$ cat src/rtl/click_sync_pkg.sv
// Shared definitions for the clocked-to-click transmitter and its helpers:
// FSM state encoding and width helpers for pointers, counts and hold timers.
package click_sync_pkg;

  typedef enum logic [1:0] {
    ST_IDLE  = 2'd0,
    ST_SETUP = 2'd1,
    ST_WAIT  = 2'd2
  } tx_state_e;

  // Pointer width for a power-of-2 buffer: index bits plus one wrap bit.
  function automatic int ptr_w(input int depth);
    return $clog2(depth) + 1;
  endfunction

  // Width able to hold an occupancy value from 0 to depth inclusive.
  function automatic int cnt_w(input int depth);
    return $clog2(depth + 1);
  endfunction

  // Width of a down-counter loaded with hold_cycles.
  function automatic int hold_w(input int hold_cycles);
    return $clog2(hold_cycles + 1);
  endfunction

endpackage

$ cat src/rtl/toggle_sync.sv
// Brings a 2-phase toggle from an asynchronous domain into clk and turns
// each transition into a single-cycle registered event pulse.
module toggle_sync #(
  parameter int SYNC_STAGES = 2
) (
  input  logic clk,
  input  logic rst,
  input  logic i_tgl,
  output logic o_evt
);

  logic [SYNC_STAGES-1:0] sync_q, sync_d;
  logic                   prev_q, prev_d;
  logic                   evt_q,  evt_d;

  // Shift the raw toggle through the chain and compare the last stage with its delayed copy.
  always_comb begin
    sync_d = {sync_q[SYNC_STAGES-2:0], i_tgl};
    prev_d = sync_q[SYNC_STAGES-1];
    evt_d  = sync_q[SYNC_STAGES-1] ^ prev_q;
  end

  // Synchronizer, history and event flops; all clear to 0 to match the reset toggle level.
  always_ff @(posedge clk or negedge rst) begin
    if (!rst) begin
      sync_q <= '0;
      prev_q <= 1'b0;
      evt_q  <= 1'b0;
    end else begin
      sync_q <= sync_d;
      prev_q <= prev_d;
      evt_q  <= evt_d;
    end
  end

  assign o_evt = evt_q;

endmodule

$ cat src/rtl/sync_click_tx.sv
// Clocked transmitter into a click pipeline. Words accepted on a valid/ready
// port are buffered, then launched one at a time: data is set up on o_data,
// held for HOLD_CYCLES, then o_drive toggles. The returning i_free toggle is
// synchronized and retires the token before the next one may launch.
module sync_click_tx
  import click_sync_pkg::*;
#(
  parameter int DATA_W      = 32,
  parameter int DEPTH       = 4,
  parameter int SYNC_STAGES = 2,
  parameter int HOLD_CYCLES = 1
) (
  input  logic                       clk,
  input  logic                       rst,
  input  logic                       i_valid,
  output logic                       o_ready,
  input  logic [DATA_W-1:0]          i_data,
  input  logic                       i_pmt,
  output logic                       o_drive,
  output logic [DATA_W-1:0]          o_data,
  input  logic                       i_free,
  output logic                       o_done,
  output logic [$clog2(DEPTH+1)-1:0] o_count,
  output logic                       o_err
);

  localparam int PTR_W  = ptr_w(DEPTH);
  localparam int IDX_W  = PTR_W - 1;
  localparam int CNT_W  = cnt_w(DEPTH);
  localparam int HOLD_W = hold_w(HOLD_CYCLES);

  // ---------------------------------------------------------------------------
  // Input buffer
  // ---------------------------------------------------------------------------
  logic [DATA_W-1:0] mem_q [DEPTH];
  logic [PTR_W-1:0]  wr_ptr_q, wr_ptr_d;
  logic [PTR_W-1:0]  rd_ptr_q, rd_ptr_d;
  logic [PTR_W-1:0]  occ_s;
  logic [IDX_W-1:0]  wr_idx_s, rd_idx_s;
  logic              full_s, empty_s;
  logic              push_s, pop_s;
  logic              free_evt_s;

  assign wr_idx_s = wr_ptr_q[IDX_W-1:0];
  assign rd_idx_s = rd_ptr_q[IDX_W-1:0];
  assign full_s   = (wr_ptr_q[PTR_W-1] != rd_ptr_q[PTR_W-1]) && (wr_idx_s == rd_idx_s);
  assign empty_s  = (wr_ptr_q == rd_ptr_q);
  assign occ_s    = wr_ptr_q - rd_ptr_q;

  // Ready is held low while in reset so nothing is accepted into a flushed buffer.
  assign o_ready  = rst & ~full_s;
  assign push_s   = i_valid & o_ready;
  assign o_count  = CNT_W'(occ_s);

  // Advance the pointers on push/pop; a simultaneous push and pop leaves occupancy unchanged.
  always_comb begin
    wr_ptr_d = wr_ptr_q;
    rd_ptr_d = rd_ptr_q;
    if (push_s) begin
      wr_ptr_d = wr_ptr_q + PTR_W'(1);
    end else begin
      wr_ptr_d = wr_ptr_q;
    end
    if (pop_s) begin
      rd_ptr_d = rd_ptr_q + PTR_W'(1);
    end else begin
      rd_ptr_d = rd_ptr_q;
    end
  end

  // Buffer pointers; reset flushes the buffer.
  always_ff @(posedge clk or negedge rst) begin
    if (!rst) begin
      wr_ptr_q <= '0;
      rd_ptr_q <= '0;
    end else begin
      wr_ptr_q <= wr_ptr_d;
      rd_ptr_q <= rd_ptr_d;
    end
  end

  // Buffer storage; cleared on reset so no stale word can ever reach o_data.
  always_ff @(posedge clk or negedge rst) begin
    if (!rst) begin
      for (int i = 0; i < DEPTH; i++) begin
        mem_q[i] <= '0;
      end
    end else if (push_s) begin
      mem_q[wr_idx_s] <= i_data;
    end
  end

  // ---------------------------------------------------------------------------
  // Returning free toggle
  // ---------------------------------------------------------------------------
  toggle_sync #(
    .SYNC_STAGES (SYNC_STAGES)
  ) u_free_sync (
    .clk   (clk),
    .rst   (rst),
    .i_tgl (i_free),
    .o_evt (free_evt_s)
  );

  // ---------------------------------------------------------------------------
  // Launch / retire FSM
  // ---------------------------------------------------------------------------
  tx_state_e         state_q, state_d;
  logic [HOLD_W-1:0] hold_q,  hold_d;
  logic              drive_q, drive_d;
  logic [DATA_W-1:0] data_q,  data_d;
  logic              done_q,  done_d;
  logic              err_q,   err_d;

  // Next-state logic: pop and set up in IDLE, count the hold then toggle in
  // SETUP, and retire on the free event in WAIT (chaining straight into the
  // next token when one is buffered and permitted).
  always_comb begin
    state_d = state_q;
    hold_d  = hold_q;
    drive_d = drive_q;
    data_d  = data_q;
    done_d  = 1'b0;
    pop_s   = 1'b0;
    if (free_evt_s && (state_q != ST_WAIT)) begin
      err_d = 1'b1;
    end else begin
      err_d = err_q;
    end
    case (state_q)
      ST_IDLE: begin
        if (!empty_s && i_pmt) begin
          pop_s   = 1'b1;
          data_d  = mem_q[rd_idx_s];
          hold_d  = HOLD_W'(HOLD_CYCLES);
          state_d = ST_SETUP;
        end else begin
          state_d = ST_IDLE;
        end
      end
      ST_SETUP: begin
        if (hold_q == HOLD_W'(1)) begin
          drive_d = ~drive_q;
          state_d = ST_WAIT;
        end else begin
          hold_d  = hold_q - HOLD_W'(1);
        end
      end
      ST_WAIT: begin
        if (free_evt_s) begin
          done_d = 1'b1;
          if (!empty_s && i_pmt) begin
            pop_s   = 1'b1;
            data_d  = mem_q[rd_idx_s];
            hold_d  = HOLD_W'(HOLD_CYCLES);
            state_d = ST_SETUP;
          end else begin
            state_d = ST_IDLE;
          end
        end else begin
          state_d = ST_WAIT;
        end
      end
      default: begin
        state_d = ST_IDLE;
      end
    endcase
  end

  // FSM state and registered outputs; reset abandons any token in flight.
  always_ff @(posedge clk or negedge rst) begin
    if (!rst) begin
      state_q <= ST_IDLE;
      hold_q  <= '0;
      drive_q <= 1'b0;
      data_q  <= '0;
      done_q  <= 1'b0;
      err_q   <= 1'b0;
    end else begin
      state_q <= state_d;
      hold_q  <= hold_d;
      drive_q <= drive_d;
      data_q  <= data_d;
      done_q  <= done_d;
      err_q   <= err_d;
    end
  end

  assign o_drive = drive_q;
  assign o_data  = data_q;
  assign o_done  = done_q;
  assign o_err   = err_q;

endmodule

$ cat config.mk
export PLATFORM = sky130hd
export DESIGN_NAME = sync_click_tx
export DESIGN_NICKNAME = d
export VERILOG_FILES = /design/src/rtl/click_sync_pkg.sv /design/src/rtl/toggle_sync.sv /design/src/rtl/sync_click_tx.sv
export SDC_FILE = /design/constraint.sdc
export NUM_CORES = 1
export LEC_CHECK = 0
export CORE_ASPECT_RATIO = 1.25
export CORE_MARGIN = 5
export CORE_UTILIZATION = 50
export CTS_CLUSTER_SIZE = 24
export DETAILED_ROUTE_END_ITERATION = 10
export PLACE_DENSITY = 0.81
export SLEW_MARGIN = 20
export SYNTH_ARGS = -nofsm -noshare
export SYNTH_HDL_FRONTEND = slang
export SYNTH_HIERARCHICAL = 1
export SYNTH_SLANG_ARGS = --single-unit
export TNS_END_PERCENT = 50
$ cat constraint.sdc
create_clock -name clk -period 2.8 [get_ports clk]
set_input_delay 0.42 -clock clk [delete_from_list [all_inputs] [get_ports clk]]
set_output_delay 0.42 -clock clk [all_outputs]
set_load 0.005 [all_outputs]
---- Word-level counts from Yosys, hierarchy flattened ----
Cells that the tools add are included.
operators by class
  eq/ne operators ......................... 8
  reduce and logical (&&, ||, !) cells .... 11
  add/subtract/negate cells ............... 4
  bitwise logic cells ..................... 7
  magnitude comparators ................... 3
  muxes and demuxes ....................... 22
operators by type and width
  operator             count
  $mux 32              5
  $bwmux 128           1
  $bmux 32 s2          1
  $demux 32 s2         1
  $pmux 32 s2          1
  $mux 1               8
  $add 3x1->3 const B  2
  $ge 3x3->1 const B   2
  $not 2->3            2
  $pmux 2 s3           1
  $reduce_and 2->1     3
  $logic_and 1x1->1    4
  $mux 2               2
  $ne 2x2->1 const B   2
  $eq 3x3->1           1
  $lt 3x1->1 const B   1
  $pmux 1 s3           1
  $reduce_bool 3->1    1
  $sub 3x3->3          1
  $and 1x1->1          2
  $eq 2x1->1 const B   1
  $eq 2x2->1           1
  $eq 2x2->1 const B   1
  $logic_not 2->1      1
  8 further kinds      9
storage, ports and cells
  output and inout bits ................... 39
  input bits .............................. 37
  logic and storage cells ................. 70
  bits in registers ....................... 176

---- Longest topological paths before layout ----
  depth in word-level cells ............... 7
  gate-level depth with buffers ........... 9
  depth with buffers taken out ............ 5

---- Cells and area by module ----
Netlist, hierarchy kept.
modules (own cells, without submodules)
  module         instances  cells an instance  sequential area each (µm²)  area each (µm²)
  sync_click_tx  1          438                4,304.1                     7,312.0
  toggle_sync    1          5                  100.1                       108.9

---- Worst setup path after synthesis ----
Ideal clock, no wire load.
  path type ............................... register to register
  from .................................... reg rd_ptr_q[1]
  to ...................................... reg mem_q[22] in the netlist's numbering
  clock period less this slack ............ 2.637 ns
  stages on the path, launching flop included .. 10
  data arrival time ....................... 2.512 ns
  setup time .............................. 0.125 ns
  slack ................................... 0.163 ns
  required time ........................... 2.675 ns
  buffers on the path ..................... 4
  cell sequence ........................... dfrtp_1 -> clkbuf_1 -> buf_1 -> inv_1 -> ha_1 -> and2_0 -> clkbuf_1 -> a21oi_1 -> buf_2 -> mux2_2
between the ends
  cells in the longest elaborated chain, start to end .. 5
RTL lines
  what                            line                 text
  start: declaration              sync_click_tx.sv:37  logic [PTR_W-1:0] rd_ptr_q, rd_ptr_d;
  start signal: assignment        sync_click_tx.sv:78  rd_ptr_q <= rd_ptr_d;
  $eq 2x2->1                      sync_click_tx.sv:46  assign full_s = (wr_ptr_q[PTR_W-1] != rd_ptr_q[PTR_W-1]) && (wr_idx_s == rd_idx_s);
  $logic_and 1x1->1               sync_click_tx.sv:46
  $not 1->1                       sync_click_tx.sv:51  assign o_ready = rst & ~full_s;
  $and 1x1->1                     sync_click_tx.sv:51
  $and 1x1->1                     sync_click_tx.sv:52  assign push_s = i_valid & o_ready;
  end signal: indexed assignment  sync_click_tx.sv:89  mem_q[wr_idx_s] <= i_data;
  end: declaration                sync_click_tx.sv:35  logic [DATA_W-1:0] mem_q [DEPTH];
No other way between the ends.
A chain may end at the register's enable or synchronous reset.

---- Final worst setup path ----
  from .................................... reg wr_ptr_q[0]
  to ...................................... out o_ready
between the ends
  cells in the longest elaborated chain, start to end .. 4
RTL lines
  what                      line                 text
  start: declaration        sync_click_tx.sv:36  logic [PTR_W-1:0] wr_ptr_q, wr_ptr_d;
  start signal: assignment  sync_click_tx.sv:77  wr_ptr_q <= wr_ptr_d;
  $eq 2x2->1                sync_click_tx.sv:46
  $logic_and 1x1->1         sync_click_tx.sv:46
  $not 1->1                 sync_click_tx.sv:51
  $and 1x1->1               sync_click_tx.sv:51
  end: declaration          sync_click_tx.sv:16  output logic o_ready,
No other way between the ends.

==> out/results.md <==
| Item | Reported |
|:---|:---|
| CP max stage cell | sky130_fd_sc_hd__clkdlybuf4s50_1 |
| Layout cell share with drive strength beyond 1 | 45.56% |
| Post-CTS setup-driven buffer insertion count | 0 |
| 1st-pass router iterations | 4 |
| Die extent in x | 119.0 microns |
| Die Y | 146.2 microns |
| Total area of multi-input combinational cells | 0.002935 sq mm |
| Flop-to-flop setup slack | 0.55 ns |
| PD cells | 1227 mW/mm^2 |
| Utilization after layout | 62.71% |
| Fillers | 1063 |
| Hold violation count in the final report | 0 |
| Worst-case hold slack | 0.3580 ns |
| Maximum vdd drop | 0.0005155 V |
| CTS tree | built |
| Area share of the leading cell type in the synthesized netlist | 59.35% |
| Global placer's final weighted congestion | 0.7347 |
| Critical path's top delay family | buffers and inverters |
| Critical path required time | 2.38 ns |
| Minimum clock period | 2.664 ns |
| Grt total ovfl | 0 |
| Worst setup EP type | output pin |
| Cell at the root of the clock tree | sky130_fd_sc_hd__clkbuf_16 |
| Area growth, synth to finish | 22.27% |
| Data arrival time at the worst-slack endpoint | 2.24 ns |
| Antenna viol nets, final | 0 |
| Switching power | 3.212 mW |
| Total number of nets in the final design | 572 |
| Fraction of power spent switching nets | 28.86% |
| Share of flip-flops with an asynchronous set or reset | 100.0% |
| CTS H-tree lvls | 4 |
| Internal power component | 7.918 mW |
| Routed wirelength normalized by instance count | 20.53 microns |
| Relative max-transition margin | 43.54% |
| Number of antenna violations at the first check in global routing | 0 |
| Area used by sequential logic in the layout | 0.004407 sq mm |
| Setup-failing EPs final | 0 |
| Die Area | 0.01739 sq mm |
| Buffer and inverter count on the worst path | 2 |
| Synthesized instance count | 443 |
| Iteration-0 DRC count of the detailed router | 209 |
| Net count after synthesis | 488 |
| Estimated wirelength of the detail-placed design | 9328 microns |
| Fraction of the cycle the final worst path needs | 95.15% |
| Placeable core region | 0.01447 sq mm |
| Inserted Diodes | 0 |
| Effective utilization at floorplan | 51.29% |
| Number of library cell types mapped by synthesis | 24 |
| Count of warnings emitted by yosys | 6 |
| Transition at the pin with the smallest max-transition slack | 0.8468 ns |
| Pin count of the biggest net entering global routing | 96 |
| Port Buffers | 75 |
| Class of the most critical hold timing path | reg -> reg |
| Top achievable clock speed | 375.4 MHz |
| Part of the Yosys area used for sequential elements | 59.35% |
| Critical Path Source Type | flop |
| Post-Route Skew | 0.007978 ns |
| Most common cell in the synthesized netlist | sky130_fd_sc_hd__dfrtp_1 |
| Worst-skew pair later-pin latency | 0.43 ns |
| Cell area after synthesis | 0.007421 sq mm |
| Top cells by count, synth | 176 x sky130_fd_sc_hd__dfrtp_1, 162 x sky130_fd_sc_hd__mux2_2, 32 x sky130_fd_sc_hd__mux4_2 |
| Final total negative setup slack | 0 ns |
| Biggest area contributors in the synthesized netlist | sky130_fd_sc_hd__dfrtp_1 59%, sky130_fd_sc_hd__mux2_2 25%, sky130_fd_sc_hd__mux4_2 9.7% |
| Clk buf depth | 2 |
| IO Count | 76 |
| Series of cell instances along the critical path | inv_2 > ha_1 > and2_0 > a21boi_0 > clkdlybuf4s50_1 |
| Max-capacitance violation count | 0 |
| Global-route wire length before repair | 25020 microns |
| Final Routed Wirelength | 14740 microns |
| DRC violations left | 0 |
| Type of the setup path with the least slack | reg -> out |
| Syn_area_per_cell | 16.75 sq um |
| Sequential share of power | 40.1% |
| Global-route total usage across every layer | 18.51% |
| Post-placement setup slack | 0.5217 ns |
| Number of enable-type register cells in the synthesized netlist | 0 |
| Result of the run | complete, no violations |
| Clock transition at the register clock pins on the worst setup and hold paths after CTS | 0.07 ns |
| Final setup margin | 0.1359 ns |
| Number of global-route vias before repair | 4608 |
| Power share of the combinational group | 38.9% |
| RSZ-0062 raised after global routing | false |
| Total clock buffers created by CTS | 17 |
| Cell type contributing the most total cell area after synthesis | sky130_fd_sc_hd__dfrtp_1 |
| Largest fanout of any net on the critical path | 4 |
| DR vias | 4053 |
| Via density | 5.645 |
| Leakage power of the design | 3.794 nW |
| Max Transition Viols Final | 0 |
| # rows | 49 |
| Proportion of power drawn by the clock network | 21.0% |
| Max stage delay on crit path | 0.56 ns |
| Main synth FF type | sky130_fd_sc_hd__dfrtp_1 |
| Number of storage elements in the synthesis netlist | 176 |
| Number of sinks on the clock net | 176 |
==> final timing paths <==
path,startpoint,endpoint,cells past startpoint
worst min-delay path,u_free_sync/sync_q[0],u_free_sync/sync_q[1],0
worst min register to register,u_free_sync/sync_q[0],u_free_sync/sync_q[1],0
max in group asynchronous,rst,mem_q[116],3
worst max register to register,wr_ptr_q[0],o_data[25],6
worst max-delay path,wr_ptr_q[0],o_ready,5
min in group asynchronous,rst,o_data[28],2
==> kinds of logic after synthesis <==
kind of cell / Yosys count / synth area share, %
mux: 194 / 34.29
simple gates: 16 / 1.079
xor+xnor: 8 / 1.045
compound gates: 11 / 0.9611
buf+inv: 30 / 1.821
flops: 176 / 59.35
fa+ha+maj: 8 / 1.450
==> cells in the final DEF, fill, tap and decap left out, types with 2 or more instances in the layout <==
cell type                         count
sky130_fd_sc_hd__clkbuf_16           17
sky130_fd_sc_hd__mux2_2             162
sky130_fd_sc_hd__nand3_1              4
sky130_fd_sc_hd__ha_1                 7
sky130_fd_sc_hd__clkinv_2             3
sky130_fd_sc_hd__inv_1                5
sky130_fd_sc_hd__dfrtp_2              2
sky130_fd_sc_hd__nand2b_1             3
sky130_fd_sc_hd__nor2_1               2
sky130_fd_sc_hd__clkbuf_1             3
sky130_fd_sc_hd__mux4_2              32
sky130_fd_sc_hd__xnor2_1              5
sky130_fd_sc_hd__clkbuf_8             3
sky130_fd_sc_hd__nor2b_1              2
sky130_fd_sc_hd__a21oi_4              4
sky130_fd_sc_hd__bufinv_16            2
sky130_fd_sc_hd__dfrtp_1            174
sky130_fd_sc_hd__o21ai_0              2
sky130_fd_sc_hd__xor2_1               2
sky130_fd_sc_hd__nand2_1              4
sky130_fd_sc_hd__buf_6                2
sky130_fd_sc_hd__buf_4                9
sky130_fd_sc_hd__clkdlybuf4s50_1     74
sky130_fd_sc_hd__buf_12               3
sky130_fd_sc_hd__clkinv_4             2
sky130_fd_sc_hd__clkinvlp_4           2
==> cell type report <==
type	count	share of cell area [%]
Clock buffer	23	5.268
Clock inverter	9	1.186
Inverter	6	0.2482
Multi-Input combinational cell	237	32.35
Sequential cell	176	48.57
Tap cell	178	2.455
Timing Repair Buffer	89	9.928
==> per-stage QoR <==
stage | cells | power (mW) | area [sq um]
floorplan | 443 | 7.209 | 7421
global placement | 685 | 8.622 | 8474
detailed placement | 685 | 8.916 | 8474
finish | 718 | 11.13 | 9074
CTS | 718 | 11.28 | 9070
global route | 718 | 11.84 | 9074
==> metal layers <==
| layer | track usage, % | up-vias | share of wire, % |
|---|---|---|---|
| li1 | - | 1784 | - |
| met1 | 22.81 | 2176 | 41 |
| met2 | 31.47 | 72 | 53 |
| met3 | 5.261 | 21 | 3.7 |
| met4 | 6.203 | 0 | 1.7 |
| met5 | 0 | - | 0 |
==> sequential cells by signal (all words and copies together), names as in the netlist <==
name                count
hold_q                  1
mem_q                 128
o_data                 32
o_done                  1
o_drive                 1
o_err                   1
rd_ptr_q                3
state_q                 2
u_free_sync/o_evt       1
u_free_sync/prev_q      1
u_free_sync/sync_q      2
wr_ptr_q                3
==> power by group through the flow <==
stage | registers, mW | clock network, mW | logic (mW)
floorplan | 4.30 | 0 | 2.91
global placement | 4.38 | 0 | 4.24
detailed placement | 4.51 | 0 | 4.40
CTS | 4.48 | 2.38 | 4.42
global route | 4.62 | 2.49 | 4.73
finish | 4.46 | 2.34 | 4.33
==> repair_timing <==
item,in CTS,in global routing
gates resized for setup,0,1
hold buffers,1,0
endpoints found under the setup margin,0,2
endpoints found under the hold margin,29,0
Note: power is estimated with default switching activity, not from simulation.
